<file path="src/rtl/incoming_response_buffer_if.sv">
// R channel bundle: one beat of {id, data, resp, last} with valid/ready handshake.
interface r_if #(
    parameter int ID_WIDTH   = 32,
    parameter int DATA_WIDTH = 64,
    parameter int RESP_WIDTH = 2
);
    logic [ID_WIDTH-1:0]   id;
    logic [DATA_WIDTH-1:0] data;
    logic [RESP_WIDTH-1:0] resp;
    logic                  last;
    logic                  valid;
    logic                  ready;

    // Side that accepts beats (drives ready).
    modport receiver (input id, data, resp, last, valid, output ready);
    // Side that offers beats (drives payload and valid).
    modport sender (output id, data, resp, last, valid, input ready);
endinterface

</file>
<file path="src/rtl/incoming_response_buffer.sv">
// Receive-side R beat FIFO in front of the ordering unit. In store-and-forward
// mode the head is only offered once a whole burst is resident, so the
// consumer never waits on the slave mid-burst.
module incoming_response_buffer #(
    parameter int ID_WIDTH          = 32,
    parameter int DATA_WIDTH        = 64,
    parameter int RESP_WIDTH        = 2,
    parameter int DEPTH             = 8,
    parameter bit STORE_AND_FORWARD = 1'b1,
    localparam int PTR_W            = $clog2(DEPTH),
    localparam int CNT_W            = $clog2(DEPTH + 1)
) (
    input  logic             clk,
    input  logic             rst,
    r_if.receiver            r_in,
    r_if.sender              r_out,
    output logic [CNT_W-1:0] occupancy,
    output logic [CNT_W-1:0] bursts_stored
);

    typedef struct packed {
        logic [ID_WIDTH-1:0]   id;
        logic [DATA_WIDTH-1:0] data;
        logic [RESP_WIDTH-1:0] resp;
        logic                  last;
    } entry_t;

    entry_t mem [DEPTH];

    logic [PTR_W-1:0] wr_ptr_q, wr_ptr_next;
    logic [PTR_W-1:0] rd_ptr_q, rd_ptr_next;
    logic [CNT_W-1:0] count_q, count_next;
    logic [CNT_W-1:0] bursts_q, bursts_next;
    logic             drain_q, drain_next;

    logic   full;
    logic   empty;
    logic   out_valid;
    logic   push;
    logic   pop;
    entry_t head;

    assign full  = (count_q == CNT_W'(DEPTH));
    assign empty = (count_q == '0);
    assign head  = mem[rd_ptr_q];

    // Output gate: plain FIFO, or hold back until a burst is complete. The
    // full / drain terms keep a burst longer than the FIFO from deadlocking.
    generate
        if (STORE_AND_FORWARD) begin : g_saf
            assign out_valid = ~empty & ((bursts_q != '0) | drain_q | full);
        end else begin : g_fifo
            assign out_valid = ~empty;
        end
    endgenerate

    assign push = r_in.valid & ~full;
    assign pop  = out_valid & r_out.ready;

    assign r_in.ready    = ~full;
    assign r_out.valid   = out_valid;
    assign r_out.id      = out_valid ? head.id   : '0;
    assign r_out.data    = out_valid ? head.data : '0;
    assign r_out.resp    = out_valid ? head.resp : '0;
    assign r_out.last    = out_valid ? head.last : 1'b0;
    assign occupancy     = count_q;
    assign bursts_stored = bursts_q;

    // Next-state for pointers, counters and the drain flag.
    always_comb begin
        wr_ptr_next = wr_ptr_q;
        rd_ptr_next = rd_ptr_q;
        count_next  = count_q;
        bursts_next = bursts_q;
        drain_next  = drain_q;

        if (push) begin
            wr_ptr_next = (wr_ptr_q == PTR_W'(DEPTH - 1)) ? '0 : wr_ptr_q + 1'b1;
        end
        if (pop) begin
            rd_ptr_next = (rd_ptr_q == PTR_W'(DEPTH - 1)) ? '0 : rd_ptr_q + 1'b1;
        end

        if (push && !pop) begin
            count_next = count_q + 1'b1;
        end else if (pop && !push) begin
            count_next = count_q - 1'b1;
        end

        if ((push && r_in.last) && !(pop && head.last)) begin
            bursts_next = bursts_q + 1'b1;
        end else if ((pop && head.last) && !(push && r_in.last)) begin
            bursts_next = bursts_q - 1'b1;
        end

        // Clearing wins: the oversize burst has ended or the FIFO emptied.
        if ((pop && head.last) || (count_next == '0)) begin
            drain_next = 1'b0;
        end else if (full && (bursts_q == '0)) begin
            drain_next = 1'b1;
        end
    end

    // Control state register; a reset discards any partially received burst.
    always_ff @(posedge clk or posedge rst) begin
        if (rst) begin
            wr_ptr_q <= '0;
            rd_ptr_q <= '0;
            count_q  <= '0;
            bursts_q <= '0;
            drain_q  <= 1'b0;
        end else begin
            wr_ptr_q <= wr_ptr_next;
            rd_ptr_q <= rd_ptr_next;
            count_q  <= count_next;
            bursts_q <= bursts_next;
            drain_q  <= drain_next;
        end
    end

    // Beat storage; contents are left as-is across reset.
    always_ff @(posedge clk) begin
        if (push) begin
            mem[wr_ptr_q] <= '{id: r_in.id, data: r_in.data, resp: r_in.resp, last: r_in.last};
        end
    end

endmodule

</file>
<file path="src/flat_wrapper.sv">
// flat-port wrapper written by rule: the top's interface ports become plain ports
module incoming_response_buffer_flat 
#(
    parameter int ID_WIDTH          = 32,
    parameter int DATA_WIDTH        = 64,
    parameter int RESP_WIDTH        = 2,
    parameter int DEPTH             = 8,
    parameter bit STORE_AND_FORWARD = 1'b1,
    localparam int PTR_W            = $clog2(DEPTH),
    localparam int CNT_W            = $clog2(DEPTH + 1)
)
  (clk, rst, occupancy, bursts_stored, r_in_id, r_in_data, r_in_resp, r_in_last, r_in_valid, r_in_ready, r_out_id, r_out_data, r_out_resp, r_out_last, r_out_valid, r_out_ready);
  r_if #(.ID_WIDTH(ID_WIDTH), .DATA_WIDTH(DATA_WIDTH), .RESP_WIDTH(RESP_WIDTH)) r_in_i ();
  r_if #(.ID_WIDTH(ID_WIDTH), .DATA_WIDTH(DATA_WIDTH), .RESP_WIDTH(RESP_WIDTH)) r_out_i ();
  input  logic clk;
  input  logic rst;
  output logic [CNT_W-1:0] occupancy;
  output logic [CNT_W-1:0] bursts_stored;
  input wire logic [$bits(r_in_i.id)-1:0] r_in_id;
  input wire logic [$bits(r_in_i.data)-1:0] r_in_data;
  input wire logic [$bits(r_in_i.resp)-1:0] r_in_resp;
  input wire logic [$bits(r_in_i.last)-1:0] r_in_last;
  input wire logic [$bits(r_in_i.valid)-1:0] r_in_valid;
  output wire logic [$bits(r_in_i.ready)-1:0] r_in_ready;
  output wire logic [$bits(r_out_i.id)-1:0] r_out_id;
  output wire logic [$bits(r_out_i.data)-1:0] r_out_data;
  output wire logic [$bits(r_out_i.resp)-1:0] r_out_resp;
  output wire logic [$bits(r_out_i.last)-1:0] r_out_last;
  output wire logic [$bits(r_out_i.valid)-1:0] r_out_valid;
  input wire logic [$bits(r_out_i.ready)-1:0] r_out_ready;
  assign r_in_i.id = r_in_id;
  assign r_in_i.data = r_in_data;
  assign r_in_i.resp = r_in_resp;
  assign r_in_i.last = r_in_last;
  assign r_in_i.valid = r_in_valid;
  assign r_in_ready = r_in_i.ready;
  assign r_out_id = r_out_i.id;
  assign r_out_data = r_out_i.data;
  assign r_out_resp = r_out_i.resp;
  assign r_out_last = r_out_i.last;
  assign r_out_valid = r_out_i.valid;
  assign r_out_i.ready = r_out_ready;
  incoming_response_buffer #(.ID_WIDTH(ID_WIDTH), .DATA_WIDTH(DATA_WIDTH), .RESP_WIDTH(RESP_WIDTH), .DEPTH(DEPTH), .STORE_AND_FORWARD(STORE_AND_FORWARD)) u_core (.clk(clk), .rst(rst), .r_in(r_in_i), .r_out(r_out_i), .occupancy(occupancy), .bursts_stored(bursts_stored));
endmodule
</file>
<file path="config.mk">
export PLATFORM = sky130hd
export DESIGN_NAME = incoming_response_buffer_flat
export DESIGN_NICKNAME = d
export VERILOG_FILES = /design/src/rtl/incoming_response_buffer_if.sv /design/src/rtl/incoming_response_buffer.sv /design/src/flat_wrapper.sv
export SDC_FILE = /design/constraint.sdc
export NUM_CORES = 1
export LEC_CHECK = 0
export ABC_CLOCK_PERIOD_IN_PS = 35300
export BUFFER_PORTS_ARGS = -buffer_cell sky130_fd_sc_hd__buf_2
export CAP_MARGIN = 0
export CELL_PAD_IN_SITES_DETAIL_PLACEMENT = 1
export CELL_PAD_IN_SITES_GLOBAL_PLACEMENT = 1
export CORE_UTILIZATION = 30
export CTS_CLUSTER_SIZE = 30
export DETAILED_ROUTE_END_ITERATION = 7
export PLACE_DENSITY = 0.51
export SLEW_MARGIN = 10
export SYNTH_ARGS = -nofsm -noshare
export SYNTH_HDL_FRONTEND = slang
export SYNTH_SLANG_ARGS = --single-unit
</file>
<file path="constraint.sdc">
create_clock -name clk -period 35.3 [get_ports clk]
set_input_delay 5.295 -clock clk [delete_from_list [all_inputs] [get_ports clk]]
set_output_delay 5.295 -clock clk [all_outputs]
set_load 0.05 [all_outputs]
</file>
==> flow_summary.toml, run 1 <==
[grt]
grt_max_degree = 100
gr-total-overflow = 0
grt_pass1_vias = 15900
grt_pass1_wl_um = 108000
antenna_found_initial = 24
grt_use_total = 0.142

[floorplanning]
core_mm2 = 0.102
die_w_um = 323
io_pins = 212
die_y_um = 323
num_rows = 117
start_util = 0.303
dieArea_mm2 = 0.104

[cts]
clk_latency_ps = 640
path_clk_slew_ps = 50
tritoncts = "built"
h-tree-depth = 3
cts_buffer_depth = 3
cts_hold_buf = 0
postCtsSetupBuffers = 0
ctsResizeCount = 0
root_buffer = "clkbuf_16"
cts.sinks = 807
cts_made_buffers = 91

[synthesis]
synthAdderAreaFrac = 0.00469
yosys.area_share.simple = 0.0203
syn-cell-area_mm2 = 0.0309
synth_xor_area_frac = 0.00170
synth_compound_area_frac = 0.00623
synth-seq-area-share = 0.781
synth_top_family_by_area = "multiplexers"
syn_nets = 1487
synth_edf_count = 792
synth_warnings = 0
synth_cells = 1373
synth-seq-cells = 807
synthFlopType = "edfxtp_1"
synthMuxAreaShare = 0.177
ys_types = 46
syn_avg_cell_area_um2 = 22.5
async_reset_ff_frac = 0.0186

[critical_path]
cp_max_fo = 51
start_kind = "register"
r2r_start = "u_core.occupancy[0]"
rr_worst_depth = 16
critPathCaptureType = "output pin"
cpMostUsedCell = "buf_4"
worstPathArrival_ps = 4180
slowest_stage = "buf_4"
rrSetupSlack_ps = 30570
path_cells = "inv_1 -> ha_1 -> or3b_2 -> o31ai_4 -> buf_4 -> buf_4 -> nor2_1 -> buf_2"
crit_end = "r_out_data[20]"
required_ps = 30000
path_class = "reg -> out"
setup.worst_path.start = "u_core.occupancy[0]"
cp_slowest_stage_delay_ps = 810
r2r-end = "u_core.bursts_stored[3]"

[drt]
avgViaCountPerCell = 4.68
routed_wl_um = 73200
wire_per_inst_um = 23.8
ant_nets = 0
met1_length_um = 30400
num_vias = 14400
dr.max_layer_used = "met5"
wl_met3_um = 3280
route.met2.wl_um = 37700
drc_errors = 0
initialDrtViolationCount = 969
first_pass_iters = 5

[placed_design]
post-place-ws_ps = 26280
place.detailed.instances = 2908
hpwl_um = 37600
place_congestion = 0.701
port_buffers = 211

[final_layout]
layout.nets = 1747
final_common_cell = "edfxtp_1"
layout-drive-gt1-share = 0.340
final_cell_mix = "edfxtp_1, buf_2, mux4_2"
areaGrowthSynthToFinish_pct = 18.3
fill_cells = 9958
final_cell_count_no_fill = 3073

[min_path]
min_path_type = "reg -> reg"

[sta]
grt_setup_unrepaired = "false"
drv_slew = 0
worst_pin_slew_ps = 1050
period_needed_ps = 9480
fin_crit_sh = 0.268
worst_slack_ps = 25820
report.final.setup_viol = 0
finClkSkew_ps = 14.8
hold_viol = 0
fmax_mhz = 106
holdWs_ps = 524
tns_ps = 0
slew_headroom = 0.298

[run]
drv_cap = 0

[power]
irDropWorstVdd_v = 0.0000600
p_leak_nw = 11.9
powerDensity_mw_per_mm2 = 94.0
finalPower_mw = 3.44

[outcome]
status = "completed"
==> worst min-delay path by stage <==
stage	start	to	slack, ps	depth (start not counted)
after floorplan	u_core.wr_ptr_q[1]	u_core.wr_ptr_q[1]	550	2
after global placement	u_core.bursts_stored[3]	u_core.bursts_stored[3]	510	1
after detailed placement	u_core.bursts_stored[3]	u_core.bursts_stored[3]	520	1
after CTS	u_core.bursts_stored[3]	u_core.bursts_stored[3]	530	1
after global routing	u_core.bursts_stored[3]	u_core.bursts_stored[3]	550	1
final	u_core.bursts_stored[3]	u_core.bursts_stored[3]	520	1
==> metal layers <==
metal | GRT usage | vias to the layer above
li1 | - | 6242
met1 | 0.172 | 7692
met2 | 0.251 | 281
met3 | 0.0304 | 139
met4 | 0.0434 | 26
met5 | 0 | -
==> cell families (layout without fill, tap and decap cells) <==
group	after synthesis	in the layout
xor gates and xnor gates	6	6
AOI/OAI and AO/OA	26	26
DFF	807	807
muxes	299	299
buffers and inverters	76	407
other	0	1
adders and majority gates	11	11
and+or+nand+nor	148	148
==> Yosys cell counts (2+ instances only) <==
cell type | instances | share of area
edfxtp_1 | 792 | 0.77
buf_2 | 5 | 0.00081
nand2_1 | 17 | 0.0021
mux2i_1 | 100 | 0.032
inv_1 | 9 | 0.0011
ha_1 | 10 | 0.0040
a21o_1 | 2 | 0.00049
mux4_2 | 198 | 0.14
nor4_1 | 2 | 0.00040
and3_1 | 2 | 0.00040
a21boi_0 | 2 | 0.00049
clkbuf_1 | 36 | 0.0044
buf_1 | 25 | 0.0030
nor2_1 | 106 | 0.013
xnor2_1 | 5 | 0.0014
nand2b_1 | 5 | 0.0010
dfrtp_1 | 15 | 0.012
a21oi_1 | 3 | 0.00049
o21ai_0 | 7 | 0.0011
nor3_1 | 6 | 0.00097
==> critical path, delay by kind of cell, from the launching register on <==
kind                     cells  cell delay (ps)
buffers and inverters        4             1850
AND/OR/NAND/NOR              2              750
flip-flops                   1              460
adder cells (fa/ha/maj)      1              230
AO/OA/AOI/OAI                1               80
==> through the flow <==
| stage | instance area [µm²] | utilization |
|---|---|---|
| 2_1_floorplan | 30900 | - |
| 3_3_place_gp | 33700 | 0.331 |
| 3_5_place_dp | 33700 | 0.331 |
| 4_1_cts | 36600 | 0.359 |
| 5_1_grt | 36600 | 0.359 |
| 6_report | 36600 | 0.359 |
==> state kept, by name, summed over array words and instances, names as in the netlist <==
register              cells
u_core.wr_ptr_q           3
u_core.bursts_stored      4
u_core.mem              792
u_core.rd_ptr_q           3
u_core.occupancy          4
u_core.drain_q            1
==> power breakdown <==
part / total, mW / switching [mW] / leakage (nW) / internal (mW)
Sequential: 1.26 / 0.0610 / 7.37 / 1.20
Clock: 0.908 / 0.368 / 1.39 / 0.540
Combinational: 1.27 / 0.874 / 3.14 / 0.400
==> area by class of cell <==
type                       instances  area, µm²  area share
antenna                            1       2.50   0.0000684
multi-input combinational        490       6550       0.179
tap                             1368       1710      0.0468
inverter                           9       33.8    0.000923
sequential                       807      24200       0.660
clock buffer                     115       2410      0.0658
timing repair buffer             234       1280      0.0349
clock inverter                    49        450      0.0123
(Power assumes the default switching activity.)
==> run 2, diff against run 1 <==
--- a/config.mk
+++ b/config.mk
@@ -5,7 +5,7 @@
 export SDC_FILE = /design/constraint.sdc
 export NUM_CORES = 1
 export LEC_CHECK = 0
-export ABC_CLOCK_PERIOD_IN_PS = 35300
+export ABC_CLOCK_PERIOD_IN_PS = 8700
 export BUFFER_PORTS_ARGS = -buffer_cell sky130_fd_sc_hd__buf_2
 export CAP_MARGIN = 0
 export CELL_PAD_IN_SITES_DETAIL_PLACEMENT = 1
@@ -13,7 +13,7 @@
 export CORE_UTILIZATION = 30
 export CTS_CLUSTER_SIZE = 30
 export DETAILED_ROUTE_END_ITERATION = 7
-export PLACE_DENSITY = 0.51
+export PLACE_DENSITY = 0.52
 export SLEW_MARGIN = 10
 export SYNTH_ARGS = -nofsm -noshare
 export SYNTH_HDL_FRONTEND = slang
==> constraint.sdc (replaced) <==
create_clock -name clk -period 8.7 [get_ports clk]
set_input_delay 1.305 -clock clk [delete_from_list [all_inputs] [get_ports clk]]
set_output_delay 1.305 -clock clk [all_outputs]
set_load 0.05 [all_outputs]
==> flow_summary.toml, run 2 (synthesis gave the netlist of run 1 again) <==
[floorplanning]
die_y_um = 323
die_w_um = 323
core_mm2 = 0.102
num_rows = 117
start_util = 0.303
io_pins = 212
dieArea_mm2 = 0.104

[cts]
cts_buffer_depth = 3
tritoncts = "built"
cts_made_buffers = 92
cts_hold_buf = 0
root_buffer = "clkbuf_16"
cts.sinks = 807
postCtsSetupBuffers = 0
path_clk_slew_ps = 50
clk_latency_ps = 630
h-tree-depth = 3
ctsResizeCount = 0

[final_layout]
fill_cells = 9946
final_common_cell = "edfxtp_1"
layout-drive-gt1-share = 0.340
top_register = "u_core.mem"
final_cell_mix = "edfxtp_1, buf_2, mux4_2"
largest_reg_flops = 792
stdcell_area_mm2 = 0.0368
layout.nets = 1753
areaGrowthSynthToFinish_pct = 18.8

[sta]
slew_headroom = 0.268
worst_slack_ps = 3670
hold_viol = 0
worst_pin_slew_ps = 1090
holdWs_ps = 522
drv_slew = 0
tns_ps = 0
grt_setup_unrepaired = "false"
finClkSkew_ps = 15.3
report.final.setup_viol = 0
fmax_mhz = 199
fin_crit_sh = 0.578
period_needed_ps = 5030

[critical_path]
path_class = "reg -> out"
worstPathArrival_ps = 3720
required_ps = 7390
critPathCaptureType = "output pin"
cp_max_fo = 76
start_kind = "register"

[drt]
initialDrtViolationCount = 831
ant_nets = 0
drc_errors = 0
num_vias = 14400
first_pass_iters = 6
avgViaCountPerCell = 4.67
routed_wl_um = 72200
wire_per_inst_um = 23.4

[min_path]
min_path_type = "reg -> reg"

[power]
comb_power_share = 0.363
seqPwrFrac = 0.369
p_leak_nw = 12.0
irDropWorstVdd_v = 0.000257
powerDensity_mw_per_mm2 = 381
p_sw_frac = 0.376
p_int_mw = 8.76
p_clk_frac = 0.268
p_switching_mw = 5.27

[placed_design]
port_buffers = 211
place_congestion = 0.703
place_area_mm2 = 0.0338
hpwl_um = 38300
post-place-ws_ps = 4090

[grt]
antenna_found_initial = 17
grt_use_total = 0.139
grt_pass1_vias = 16100
grt_pass1_wl_um = 106000
gr-total-overflow = 0
grt_max_degree = 103

[run]
drv_cap = 0

[outcome]
status = "completed"
run 2: cell count changes in the layout (fill, tap and decap cells not counted), moves of 3 or more:
cell       before  now
clkinv_1       15   18
clkinv_2       18   14
clkbuf_1       22   27
clkbuf_8        0    3
inv_6           3    0
clkbuf_16      93   97
buf_4          19   23
run 2: worst paths after layout:
path                                               from                       to  slack (ps)  depth (start not counted)
worst max-delay path                 u_core.rd_ptr_q[0]           r_out_data[49]        3670                          5
worst min-delay path            u_core.bursts_stored[3]  u_core.bursts_stored[3]         520                          1
worst max register to register      u_core.occupancy[0]        u_core.mem[1][75]        4630                          8
worst min register to register  u_core.bursts_stored[3]  u_core.bursts_stored[3]         520                          1
max in group asynchronous                           rst       u_core.rd_ptr_q[1]        7410                          2
min in group asynchronous                           rst      u_core.occupancy[2]         770                          2
run 2: power by group through the flow:
stage | logic [mW] | registers (mW) | clock network [mW]
6_report | 5.10 | 5.17 | 3.75
5_1_grt | 5.46 | 5.24 | 4.01
4_1_cts | 5.28 | 5.20 | 3.87
3_5_place_dp | 5.27 | 5.28 | 0
3_3_place_gp | 5.24 | 5.24 | 0
2_1_floorplan | 3.87 | 5.19 | 0
run 2: final cells by class:
| cell class | count | area (µm²) | area share |
|---|---|---|---|
| timing repair buffer | 239 | 1330 | 0.0361 |
| multi-input combinational | 490 | 6570 | 0.179 |
| tap | 1368 | 1710 | 0.0465 |
| antenna | 2 | 5.00 | 0.000136 |
| clock inverter | 44 | 385 | 0.0105 |
| inverter | 9 | 33.8 | 0.000919 |
| sequential | 807 | 24200 | 0.657 |
| clock buffer | 127 | 2570 | 0.0699 |
run 2: critical path: stages (launching register included):
cell and delay (ps):
dfrtp_4 1120, buf_12 590, mux4_2 580, mux2i_1 320, nor2_1 70, buf_2 250
run 2: metal layers:
layer | GRT usage | up-vias | wire length [µm] | share of wire
met3 | 0.0267 | 130 | 2700 | 0.037
met5 | 0 | - | 136 | 0.0019
met2 | 0.247 | 260 | 37600 | 0.52
met4 | 0.0395 | 22 | 1670 | 0.023
met1 | 0.172 | 7723 | 30100 | 0.42
li1 | - | 6263 | - | -
run 2: per-stage QoR:
step           power, mW  utilization  std cells
2_1_floorplan       9.06            -       1373
3_3_place_gp        10.5        0.331       2913
3_5_place_dp        10.5        0.331       2913
4_1_cts             14.4        0.360       3084
5_1_grt             14.7        0.360       3084
6_report            14.0        0.360       3086
==> run 3, diff against run 2 <==
--- a/config.mk
+++ b/config.mk
@@ -5,7 +5,8 @@
 export SDC_FILE = /design/constraint.sdc
 export NUM_CORES = 1
 export LEC_CHECK = 0
-export ABC_CLOCK_PERIOD_IN_PS = 8700
+export ABC_AREA = 1
+export ABC_CLOCK_PERIOD_IN_PS = 4300
 export BUFFER_PORTS_ARGS = -buffer_cell sky130_fd_sc_hd__buf_2
 export CAP_MARGIN = 0
 export CELL_PAD_IN_SITES_DETAIL_PLACEMENT = 1
@@ -13,7 +14,7 @@
 export CORE_UTILIZATION = 30
 export CTS_CLUSTER_SIZE = 30
 export DETAILED_ROUTE_END_ITERATION = 7
-export PLACE_DENSITY = 0.52
+export PLACE_DENSITY = 0.54
 export SLEW_MARGIN = 10
 export SYNTH_ARGS = -nofsm -noshare
 export SYNTH_HDL_FRONTEND = slang
==> constraint.sdc (replaced) <==
create_clock -name clk -period 4.3 [get_ports clk]
set_input_delay 0.645 -clock clk [delete_from_list [all_inputs] [get_ports clk]]
set_output_delay 0.645 -clock clk [all_outputs]
set_load 0.05 [all_outputs]
==> flow_summary.toml, run 3 <==
[outcome]
status = "completed"

[synthesis]
yosysTopAreaCell = "edfxtp_1"
synth_cells = 2181
yosysMostFrequentCell = "edfxtp_1"
synth_top_cells_by_count = "edfxtp_1, nor2_1, o21ai_0"
synthFlopType = "edfxtp_1"
synth-seq-area-share = 0.748
yosys-top-cells-area = "edfxtp_1, o21ai_0, nor2_1"
syn_avg_cell_area_um2 = 14.8
ys_types = 31
syn_nets = 2295
synth-seq-cells = 807
synth_top_area_frac = 0.737
async_reset_ff_frac = 0.0186
synth_edf_count = 792
synth_warnings = 0
syn-cell-area_mm2 = 0.0323

[critical_path]
rrSetupSlack_ps = 1220
required_ps = 3650
cp_max_fo = 103
start_kind = "register"
worstPathArrival_ps = 3200
rr_worst_depth = 15
r2r-end = "u_core.bursts_stored[3]"
critPathCaptureType = "output pin"
r2r_start = "u_core.rd_ptr_q[0]"
path_class = "reg -> out"

[placed_design]
place_area_mm2 = 0.0349
port_buffers = 211
hpwl_um = 46600
place_congestion = 0.728

[cts]
clk_latency_ps = 660
root_buffer = "clkbuf_16"
path_clk_slew_ps = 60
ctsResizeCount = 0
cts.sinks = 807
tritoncts = "built"
postCtsSetupBuffers = 0
cts_buffer_depth = 3
cts_made_buffers = 90
h-tree-depth = 3
cts_hold_buf = 0

[drt]
drc_errors = 0
num_vias = 19600
routed_wl_um = 93100
wl_met3_um = 4350
ant_nets = 0
dr.max_layer_used = "met5"
initialDrtViolationCount = 1137
wire_per_inst_um = 24.4
met1_length_um = 39700
first_pass_iters = 4
avgViaCountPerCell = 5.16
route.met2.wl_um = 46500

[final_layout]
areaGrowthSynthToFinish_pct = 16.2
fill_cells = 11000
final_common_cell = "edfxtp_1"
top_register = "u_core.mem"
layout.nets = 2468
fin_util = 0.354
largest_reg_flops = 792
layout-drive-gt1-share = 0.229
final_cell_mix = "edfxtp_1, nor2_1, o21ai_0"
stdcell_area_mm2 = 0.0375

[floorplanning]
io_pins = 212
die_y_um = 330
die_w_um = 330
start_util = 0.305
core_mm2 = 0.106
dieArea_mm2 = 0.109
num_rows = 119

[power]
p_leak_nw = 12.3
comb_power_share = 0.440
seqPwrFrac = 0.332
irDropWorstVdd_v = 0.000565
p_int_mw = 17.2
p_sw_frac = 0.443
powerDensity_mw_per_mm2 = 823
p_clk_frac = 0.228
p_switching_mw = 13.7
finalPower_mw = 30.9

[grt]
grt_use_total = 0.170
antenna_found_initial = 19
grt_max_degree = 189
grt_pass1_vias = 21600
gr-total-overflow = 0
grt_pass1_wl_um = 137000

[sta]
grt_setup_unrepaired = "false"
fin_crit_sh = 0.893
slew_headroom = 0.354
worst_pin_slew_ps = 969
fmax_mhz = 260
report.final.setup_viol = 0
finClkSkew_ps = 27.4
hold_viol = 0
period_needed_ps = 3840
drv_slew = 0

[run]
drv_cap = 0

[min_path]
min_path_type = "in -> async"
[run 3: power groups by stage]
stage          logic, mW  registers, mW  clock network [mW]
3_3_place_gp        13.6           10.3                   0
2_1_floorplan       9.56           10.4                   0
3_5_place_dp        13.9           10.4                   0
5_1_grt             14.6           10.3                7.53
4_1_cts             13.9           10.2                7.25
6_report            13.6           10.2                7.04
[run 3: cell type report]
type                    count  area, µm²  area share
diodes                      3       7.51    0.000200
clock buffers             113       2380      0.0635
clock inverters            40        253     0.00674
inverters                  23        111     0.00297
multi-input cells        1188       7290       0.194
flip-flops and latches    807      24200       0.644
well taps                1391       1740      0.0464
repair buffers            244       1570      0.0418
[run 3: worst max path at each step]
stage                         from               end  cells after the start
2_1_floorplan  u_core.occupancy[0]  u_core.mem[2][0]                      7
3_3_place_gp    u_core.rd_ptr_q[1]    r_out_data[51]                      6
3_5_place_dp    u_core.rd_ptr_q[1]    r_out_data[51]                      6
4_1_cts         u_core.rd_ptr_q[1]    r_out_data[58]                      6
5_1_grt         u_core.rd_ptr_q[1]     r_out_resp[0]                      6
6_report        u_core.rd_ptr_q[1]      r_out_id[14]                      6
[run 3: cell families after synthesis]
| family | share of synthesized area |
|---|---|
| AO/OA/AOI/OAI | 0.132 |
| flip-flops | 0.748 |
| adder cells (fa/ha/maj) | 0.00450 |
| buffers and inverters | 0.0278 |
| AND/OR/NAND/NOR | 0.0856 |
| XOR/XNOR | 0.00163 |
[run 3: critical path: stages (launching register included)]
cell and delay (ps):
dfrtp_4 520, inv_6 340, buf_12 440, o21ai_0 200, o221a_2 320, nor3_2 250
buf_2 320
[run 3: stage by stage]
step	setup slack, ps	cells	hold slack, ps	TNS, ps
finish	460	3809	87.3	0
global route	295	3807	102	0
CTS	381	3806	60.3	0
detailed placement	1120	3653	486	0
global placement	1130	3653	488	0
floorplan	-504	2181	540	-343710
[run 3: layer usage]
layer,GRT usage,vias to the layer above
met5,0,-
met4,0.0560,16
met3,0.0337,167
met2,0.293,389
met1,0.212,10400
li1,-,8725
